File: src/rtl/pcs_sync_ctrl.sv
// pcs_sync_ctrl: 1000BASE-X receive code-group alignment and sync controller.
// Sits between the SerDes parallel word and the 8b/10b decoder: finds the comma
// boundary, presents aligned code groups, and runs the code-group sync FSM from
// the decoder's invalid flag.
// Optional build macro PCS_SYNC_STATS_EN adds sync_loss_cnt, a saturating count
// of SYNC -> LOSS_OF_SYNC transitions.
//
// Handshake: rx_raw is consumed on every clock where rx_raw_valid=1 (no
// back-pressure). The aligned group appears on cg_out one clock later with
// cg_valid=1; cg_invalid must be a same-cycle function of cg_out while cg_valid=1.
module pcs_sync_ctrl #(
  parameter int COMMAS_TO_SYNC  = 3,
  parameter int ERRS_TO_LOSE    = 4,
  parameter int GOOD_TO_RECOVER = 4
) (
  input  logic        clk,
  input  logic        reset,
  input  logic [9:0]  rx_raw,
  input  logic        rx_raw_valid,
  output logic [9:0]  cg_out,
  output logic        cg_valid,
  input  logic        cg_invalid,
  output logic        comma_det,
  output logic        rx_even,
  output logic        sync_status,
  output logic [3:0]  align_offset
`ifdef PCS_SYNC_STATS_EN
  ,
  output logic [15:0] sync_loss_cnt
`endif
);

  typedef enum logic [1:0] {
    ST_LOSS_OF_SYNC = 2'd0,
    ST_COMMA_DET    = 2'd1,
    ST_SYNC         = 2'd2
  } state_t;

  localparam logic [2:0] COMMAS_LIM = 3'(COMMAS_TO_SYNC);
  localparam logic [2:0] ERRS_LIM   = 3'(ERRS_TO_LOSE);
  localparam logic [3:0] GOOD_LIM   = 4'(GOOD_TO_RECOVER);

  // A comma is identified by the top seven bits of a code group.
  function automatic logic is_comma(input logic [6:0] hi);
    return (hi == 7'b0011111) || (hi == 7'b1100000);
  endfunction

  logic [9:0]  prev_raw;
  logic [19:0] window;
  logic [19:0] shifted;
  logic        search_hit;
  logic [3:0]  search_k;
  logic [3:0]  next_offset;
  logic [9:0]  aligned;

  state_t      state_q, state_d;
  logic [2:0]  comma_cnt_q, comma_cnt_d;
  logic [2:0]  err_lvl_q, err_lvl_d;
  logic [3:0]  good_cnt_q, good_cnt_d;
  logic        bad_cg;

  // Comma search over all ten bit offsets; the lowest matching offset wins.
  always_comb begin
    window     = {prev_raw, rx_raw};
    search_hit = 1'b0;
    search_k   = 4'd0;
    for (int k = 9; k >= 0; k--) begin
      if (is_comma(window[19-k -: 7])) begin
        search_hit = 1'b1;
        search_k   = 4'(k);
      end
    end
    // The offset only moves while hunting; once a comma is seen it is frozen.
    if (state_q == ST_LOSS_OF_SYNC && search_hit) begin
      next_offset = search_k;
    end else begin
      next_offset = align_offset;
    end
    shifted = window << next_offset;
    aligned = shifted[19:10];
  end

  assign comma_det = cg_valid & is_comma(cg_out[9:3]);
  // A comma on an odd slot is a framing error; an invalid comma counts as bad only.
  assign bad_cg    = cg_invalid | (comma_det & ~rx_even);

  // Datapath: capture the beat, emit the aligned group and track slot parity.
  always_ff @(posedge clk or posedge reset) begin
    if (reset) begin
      prev_raw     <= '0;
      cg_out       <= '0;
      cg_valid     <= 1'b0;
      align_offset <= '0;
      rx_even      <= 1'b0;
    end else begin
      cg_valid <= rx_raw_valid;
      if (rx_raw_valid) begin
        prev_raw     <= rx_raw;
        cg_out       <= aligned;
        align_offset <= next_offset;
      end
      if (cg_valid) begin
        rx_even <= comma_det ? 1'b0 : ~rx_even;
      end
    end
  end

  // Sync FSM next-state: evaluated only for groups actually on cg_out.
  always_comb begin
    state_d     = state_q;
    comma_cnt_d = comma_cnt_q;
    err_lvl_d   = err_lvl_q;
    good_cnt_d  = good_cnt_q;
    if (cg_valid) begin
      case (state_q)
        ST_LOSS_OF_SYNC: begin
          if (comma_det && !cg_invalid) begin
            comma_cnt_d = 3'd1;
            if (COMMAS_LIM == 3'd1) begin
              state_d    = ST_SYNC;
              err_lvl_d  = 3'd0;
              good_cnt_d = 4'd0;
            end else begin
              state_d = ST_COMMA_DET;
            end
          end
        end
        ST_COMMA_DET: begin
          if (bad_cg) begin
            state_d = ST_LOSS_OF_SYNC;
          end else if (comma_det) begin
            comma_cnt_d = comma_cnt_q + 3'd1;
            if (comma_cnt_d == COMMAS_LIM) begin
              state_d    = ST_SYNC;
              err_lvl_d  = 3'd0;
              good_cnt_d = 4'd0;
            end
          end
        end
        ST_SYNC: begin
          if (bad_cg) begin
            err_lvl_d  = err_lvl_q + 3'd1;
            good_cnt_d = 4'd0;
            if (err_lvl_d == ERRS_LIM) begin
              state_d = ST_LOSS_OF_SYNC;
            end
          end else if (err_lvl_q != 3'd0) begin
            good_cnt_d = good_cnt_q + 4'd1;
            if (good_cnt_d == GOOD_LIM) begin
              err_lvl_d  = err_lvl_q - 3'd1;
              good_cnt_d = 4'd0;
            end
          end
        end
        default: begin
          state_d = ST_LOSS_OF_SYNC;
        end
      endcase
    end
  end

  // Sync FSM state and counters; sync_status follows the state just entered.
  always_ff @(posedge clk or posedge reset) begin
    if (reset) begin
      state_q     <= ST_LOSS_OF_SYNC;
      comma_cnt_q <= '0;
      err_lvl_q   <= '0;
      good_cnt_q  <= '0;
      sync_status <= 1'b0;
    end else begin
      state_q     <= state_d;
      comma_cnt_q <= comma_cnt_d;
      err_lvl_q   <= err_lvl_d;
      good_cnt_q  <= good_cnt_d;
      sync_status <= (state_d == ST_SYNC);
    end
  end

`ifdef PCS_SYNC_STATS_EN
  // Saturating count of lost-sync events.
  always_ff @(posedge clk or posedge reset) begin
    if (reset) begin
      sync_loss_cnt <= '0;
    end else if (state_q == ST_SYNC && state_d == ST_LOSS_OF_SYNC &&
                 sync_loss_cnt != 16'hFFFF) begin
      sync_loss_cnt <= sync_loss_cnt + 16'd1;
    end
  end
`endif

endmodule

File: config.mk
export PLATFORM = sky130hd
export DESIGN_NAME = pcs_sync_ctrl
export DESIGN_NICKNAME = d
export VERILOG_FILES = /design/src/rtl/pcs_sync_ctrl.sv
export SDC_FILE = /design/constraint.sdc
export NUM_CORES = 1
export LEC_CHECK = 0
export ABC_AREA = 0
export BUFFER_PORTS_ARGS = -buffer_cell sky130_fd_sc_hd__buf_2
export CAP_MARGIN = 20
export CORE_ASPECT_RATIO = 0.8
export CORE_UTILIZATION = 62
export CTS_BUF_LIST = sky130_fd_sc_hd__clkbuf_8
export DETAILED_ROUTE_END_ITERATION = 8
export PLACE_DENSITY = 0.87
export SLEW_MARGIN = 40
export SYNTH_ARGS = -nofsm -noshare
export SYNTH_HDL_FRONTEND = slang
export SYNTH_SLANG_ARGS = --single-unit
File: constraint.sdc
create_clock -name clk -period 3.4 [get_ports clk]
set_input_delay 0.68 -clock clk [delete_from_list [all_inputs] [get_ports clk]]
set_output_delay 0.68 -clock clk [all_outputs]
set_load 0.005 [all_outputs]
# --- After elaboration in Yosys (flattened, before gate mapping) ---
# Cells that the tools add are included.
word_totals:
  mem_count: 0
  ramBits: 0
  input_bits: 14
  latchBits: 0
  register_bits: 39
  mem_bits_ro: 0
op_classes:
  mux: 48
  n_eq_ne: 34
  n_shift: 1
  bitwise: 4
  order_cmp: 0
  n_reduce_logical: 21
  div_mod_pow: 0
  mul: 0
  add_sub_neg: 4
op_table:
  columns: ["op", "n"]
  rows:
  - ["7-bit by 5-bit equality test with 1-bit output (second input constant)", 11]
  - ["7-bit equality test (second input constant)", 11]
  - ["4-bit 2-to-1 mux", 17]
  - ["3-bit 2-to-1 mux", 9]
  - ["20-bit by 4-bit << shifter with 20-bit output", 1]
  - ["2-bit 2-to-1 mux", 7]
  - ["3-bit one-hot mux with 2 select lines", 2]
  - ["1-bit logical OR", 11]
  - ["1-bit 2-to-1 mux", 11]
  - ["4-bit one-hot mux with 2 select lines", 1]
  - ["7-bit AND reduction", 1]
  - ["3-bit by 1-bit adder with 3-bit output (second input constant)", 2]
  - ["2-bit inequality test (second input constant)", 3]
  - ["3-bit inequality test (second input constant)", 2]
  - ["2-bit one-hot mux with 3 select lines", 1]
  - ["6-bit AND reduction", 1]
  - ["5-bit AND reduction", 1]
  - ["4-bit by 1-bit adder with 4-bit output (second input constant)", 1]
  - ["2-bit equality test (second input constant)", 2]
  - ["4-bit by 3-bit equality test with 1-bit output (second input constant)", 1]
  - ["2-bit nonzero test", 2]
  - ["3-bit by 2-bit equality test with 1-bit output (second input constant)", 1]
  - ["3-bit equality test (second input constant)", 1]
  - ["3-bit nonzero test", 1]
  - ["other kinds (9)", 11]

# --- Logic depth before layout (Yosys ltp) ---
logic_depth:
  depth_word: 15
  depth_mapped: 13
  mapped_depth_nobuf: 9

# --- Least setup slack after synthesis ---
# OpenSTA, ideal clock, no wires.
synth_path:
  path_kind: "input-to-reg"
  from: "input port rx_raw[7]"
  to: "register cg_out[1]"
  arrival_time_ps: 3236
  stages: 9
  path_buffers: 1
  setup_slack_ps: 29
  cell_sequence: "buf_2 > nor4_1 > o2111a_1 > or4_4 > o41a_1 > mux2i_4 > mux4_1 > a32oi_1 > a21oi_1"
synth_between:
  elab_chain_cells: 15
  elab_cells_between_ends: 35
  cone_classes: "8 x eq/ne; 1 x shift; 21 x mux; 5 x reduce/logical"
synth_rtl:
  columns: ["item", "line", "text"]
  rows:
  - ["start: declaration", "18", "input logic [9:0] rx_raw,"]
  - ["7-bit by 5-bit equality test with 1-bit output or 7-bit equality test (tied branches)", "45", "return (hi == 7'b0011111) || (hi == 7'b1100000);"]
  - ["1-bit logical OR", "45", null]
  - ["1-bit 2-to-1 mux (10 in series)", "68", "if (is_comma(window[19-k -: 7])) begin"]
  - ["1-bit logical AND", "74", "if (state_q == ST_LOSS_OF_SYNC && search_hit) begin"]
  - ["4-bit 2-to-1 mux", "74", null]
  - ["20-bit by 4-bit << shifter with 20-bit output (*)", "79", "shifted = window << next_offset;"]
  - ["end signal: assignment", "99", "cg_out <= aligned;"]
  - ["end: declaration", "20", "output logic [9:0] cg_out,"]
# Every way passes the cells marked *; elsewhere a longest branch is shown, timed or not.
# A chain may end at the register's enable or synchronous reset.

# --- Final worst setup path ---
layout_path:
  from: "input port rx_raw[8]"
  to: "register cg_out[8]"
# The elaborated chain is that of the path after synthesis.

==> impl_metrics.toml <==
[status]
status = "complete, but fails checks"
failed_checks = "design-rule violations"

[yosys]
synthesis.nets = 393
ys_ff_latch = 39
postSynthAreaPerCell_um2 = 8.96
synth.yosys.seq_area_share_pct = 29.4
synth_warnings = 0
synth-main-ff-cell = "dfrtp_1"
count_of_different_cell_masters_after_synthesis = 72
synthArstFlopShare_pct = 100
synthesis.area_um2 = 3320
synth_edf_count = 0
cell_count_after_synthesis = 371

[timing]
worstMarginPinSlew_ns = 0.685
finalWorstPathRequiredPeriod_ns = 3.24
timing.slew.headroom_pct = 54.1
skew_ns = 0.00921
unrepaired_setup_endpoints_after_global_routing = "false"
setup_viol = 0
totalNegativeSetupSlack_ns = 0
finalCritPeriodShare_pct = 95.4
maxSlewViolCount = 0
fmaxAchievable_mhz = 308
worst_hold_margin_ns = 0.487
hold_viol_final = 0

[pwr]
vdd.ir_drop.worst_uv = 370
power.static_leakage_nw = 1.73
pwr_density_cell_nw_per_um2 = 657

[drt]
vias = 3309
number_of_drc_markers_in_iteration_0 = 392
drt_pre_antenna_iters = 8
number_of_vias_per_cell_after_detailed_routing = 6.95
route.final.wire_length_um = 9200
drt_drc_violations_left = 4
final_antenna_net_count = 0
post_drt_wl_per_cell_um = 19.3

[floorplanning]
fp.dieArea_um2 = 5660
die_y_um = 67.5
fp.dieW_um = 83.9
row_count = 23
floorplan.initialDensity_pct = 65.2
design.portCount = 32
core_area_um2 = 5090

[critical_path]
worstSetupPathType = "in2reg"
wp_data_arrival_ns = 3.40
path_max_fanout = 6
setup.worst_path.start_class = "input port"
setup.worst_path.end_class = "flip-flop"
worst_ep_required_time_ns = 3.56

[cells_and_area]
most_used_cells_in_the_layout_excluding_fill_and_tap_cells = "38 x mux2i_1, 36 x nand2_1, 35 x dfrtp_1, 32 x buf_4, 31 x buf_2"
fraction_of_layout_instances_using_a_drive_strength_above_1_pct = 25.6
finish.utilization_pct = 74.6
final_cell_count_no_fill = 476
antenna_cells_inserted = 0
final_design_area_no_fill_um2 = 3800
flow.area_growth_from_synthesis_pct = 14.3
final_net_count = 435
fill_cells = 348
mostFrequentLayoutCell = "mux2i_1"

[cts]
ctsLongestPathBuffers = 2
cts_inserted_buffers = 5
clock_insertion_delay_worst_skew_ns = 0.31
cts_setup_buffers = 0
h_tree_levels = 2
clock_tree_from_tritoncts = "built"
clk_root_buffer_cell = "clkbuf_8"
worst_setup_hold_path_clk_slew_ns = 0.08
cts_sinks = 39

[global_routing]
grt_max_degree = 40
global_route_wire_length_before_repair_um = 14800
grt_antenna_before_repair = 0
grt_overflow = 0
gr-usage-all-layers_pct = 34.2
vias_in_the_first_global_route = 2945

[hold_path]
hp-class = "in2async"

[placed_design]
placedInstanceArea_um2 = 3650
detailed_placement_hpwl_um = 6770
port_buffers = 31
post-place-cells = 468
place_congestion = 1.03

[job]
timing.max_cap.violations = 0
## worst max-delay path, cell delays in order
cell and delay [ns]:
buf_2 0.13, buf_4 0.16, nor4_1 0.36, nand4b_1 0.18, nand3_1 0.19, buf_4 0.15
nor4_1 0.05, buf_4 0.17, nor3_4 0.35, mux2i_1 0.37, mux2i_1 0.21, mux2i_1 0.24
o21ai_0 0.16
## path summary, 6_finish.rpt
kind | startpoint | to | slack (ns) | cells past startpoint
hold reg to reg | err_lvl_q[1]$_DFFE_PP0P_ | err_lvl_q[1]$_DFFE_PP0P_ | 0.52 | 2
setup reg to reg | prev_raw[3]$_DFFE_PP0P_ | cg_out[8]$_DFFE_PP0P_ | 0.17 | 10
max in group asynchronous | reset | prev_raw[2]$_DFFE_PP0P_ | 2.53 | 3
setup / recovery | rx_raw[8] | cg_out[8]$_DFFE_PP0P_ | 0.16 | 13
min in group clk | err_lvl_q[1]$_DFFE_PP0P_ | err_lvl_q[1]$_DFFE_PP0P_ | 0.52 | 2
hold / removal | reset | good_cnt_q[1]$_DFFE_PP0P_ | 0.49 | 3
## kinds of logic (layout without fill, tap and decap cells)
group / after synthesis / count (layout) / share of synthesized area [%]
AND/OR/NAND/NOR: 127 / 127 / 22.0
AO/OA/AOI/OAI: 92 / 92 / 19.5
multiplexers: 56 / 56 / 18.7
buffers and inverters: 47 / 90 / 6.85
flip-flops: 39 / 39 / 29.4
adder cells (fa/ha/maj): 8 / 8 / 3.01
XOR/XNOR: 2 / 2 / 0.527
## report_power, final
group / total (W) / switching, W / internal [W]
clock: 0.000393 / 0.000175 / 0.000219
sequential: 0.000739 / 0.000154 / 0.000586
combinational: 0.00136 / 0.000747 / 0.000616
total: 0.00249 / 0.00108 / 0.00142
## through the flow
stage | setup slack [ns] | power, W
2_1_floorplan | 0.0285 | 0.00164
3_3_place_gp | -0.00522 | 0.00199
3_5_place_dp | -0.118 | 0.00203
4_1_cts | 0.179 | 0.00244
5_1_grt | 0.00897 | 0.00263
6_report | 0.157 | 0.00249
## sequential cells by signal, summed over array words and instances (netlist names)
| register | cells |
|---|---|
| state_q | 2 |
| align_offset | 4 |
| cg_valid | 1 |
| rx_even | 1 |
| prev_raw | 10 |
| comma_cnt_q | 3 |
| cg_out | 10 |
| good_cnt_q | 4 |
| sync_status | 1 |
| err_lvl_q | 3 |
## synth_stat cells (3+ instances only)
cell | count | share of area [%]
nand4_1 | 7 | 1.3
nand3_1 | 4 | 0.60
nor2_1 | 14 | 1.6
buf_6 | 5 | 1.7
or2_2 | 3 | 0.56
a21o_1 | 4 | 0.90
and4_1 | 3 | 0.79
dfrtp_1 | 39 | 29
a221oi_1 | 3 | 0.79
a211oi_1 | 7 | 1.6
a21oi_1 | 15 | 2.3
nand2_1 | 36 | 4.1
nor3_1 | 7 | 1.1
mux2_2 | 13 | 4.4
a31oi_1 | 3 | 0.56
o31ai_1 | 6 | 1.4
a211o_1 | 4 | 1.1
o21ai_0 | 18 | 2.7
inv_1 | 18 | 2.0
or3_1 | 3 | 0.56
buf_2 | 5 | 0.75
clkbuf_1 | 14 | 1.6
nor3b_1 | 4 | 0.90
mux2i_1 | 39 | 12
ha_1 | 8 | 3.0
o2111a_1 | 3 | 1.0
a22oi_1 | 5 | 1.1
nand2b_1 | 7 | 1.3
nand4b_1 | 6 | 1.6
nor2b_1 | 4 | 0.75
nor4_1 | 12 | 2.3
## final cells by class
class	count	area, um^2	area share [%]
timing repair buffer	63	395	10.4
inverter	19	71.3	1.88
multi-input combinational	285	2160	56.9
tap	62	77.6	2.04
clock buffer	5	68.8	1.81
sequential	39	981	25.8
clock inverter	3	43.8	1.15
## what timing repair did
item                                    in CTS  in global routing
hold buffers                                 0                  0
endpoints found under the setup margin       0                  7
gates resized for setup                      0                  9
## metal layers
metal  up-vias  GRT usage (%)  routed length, um
li1       1490              -                  -
met4         0           14.0                265
met1      1589           48.5               3990
met3        32           8.19                970
met2       198           50.2               3970
met5         -              0                  0
(Power assumes the default switching activity.)
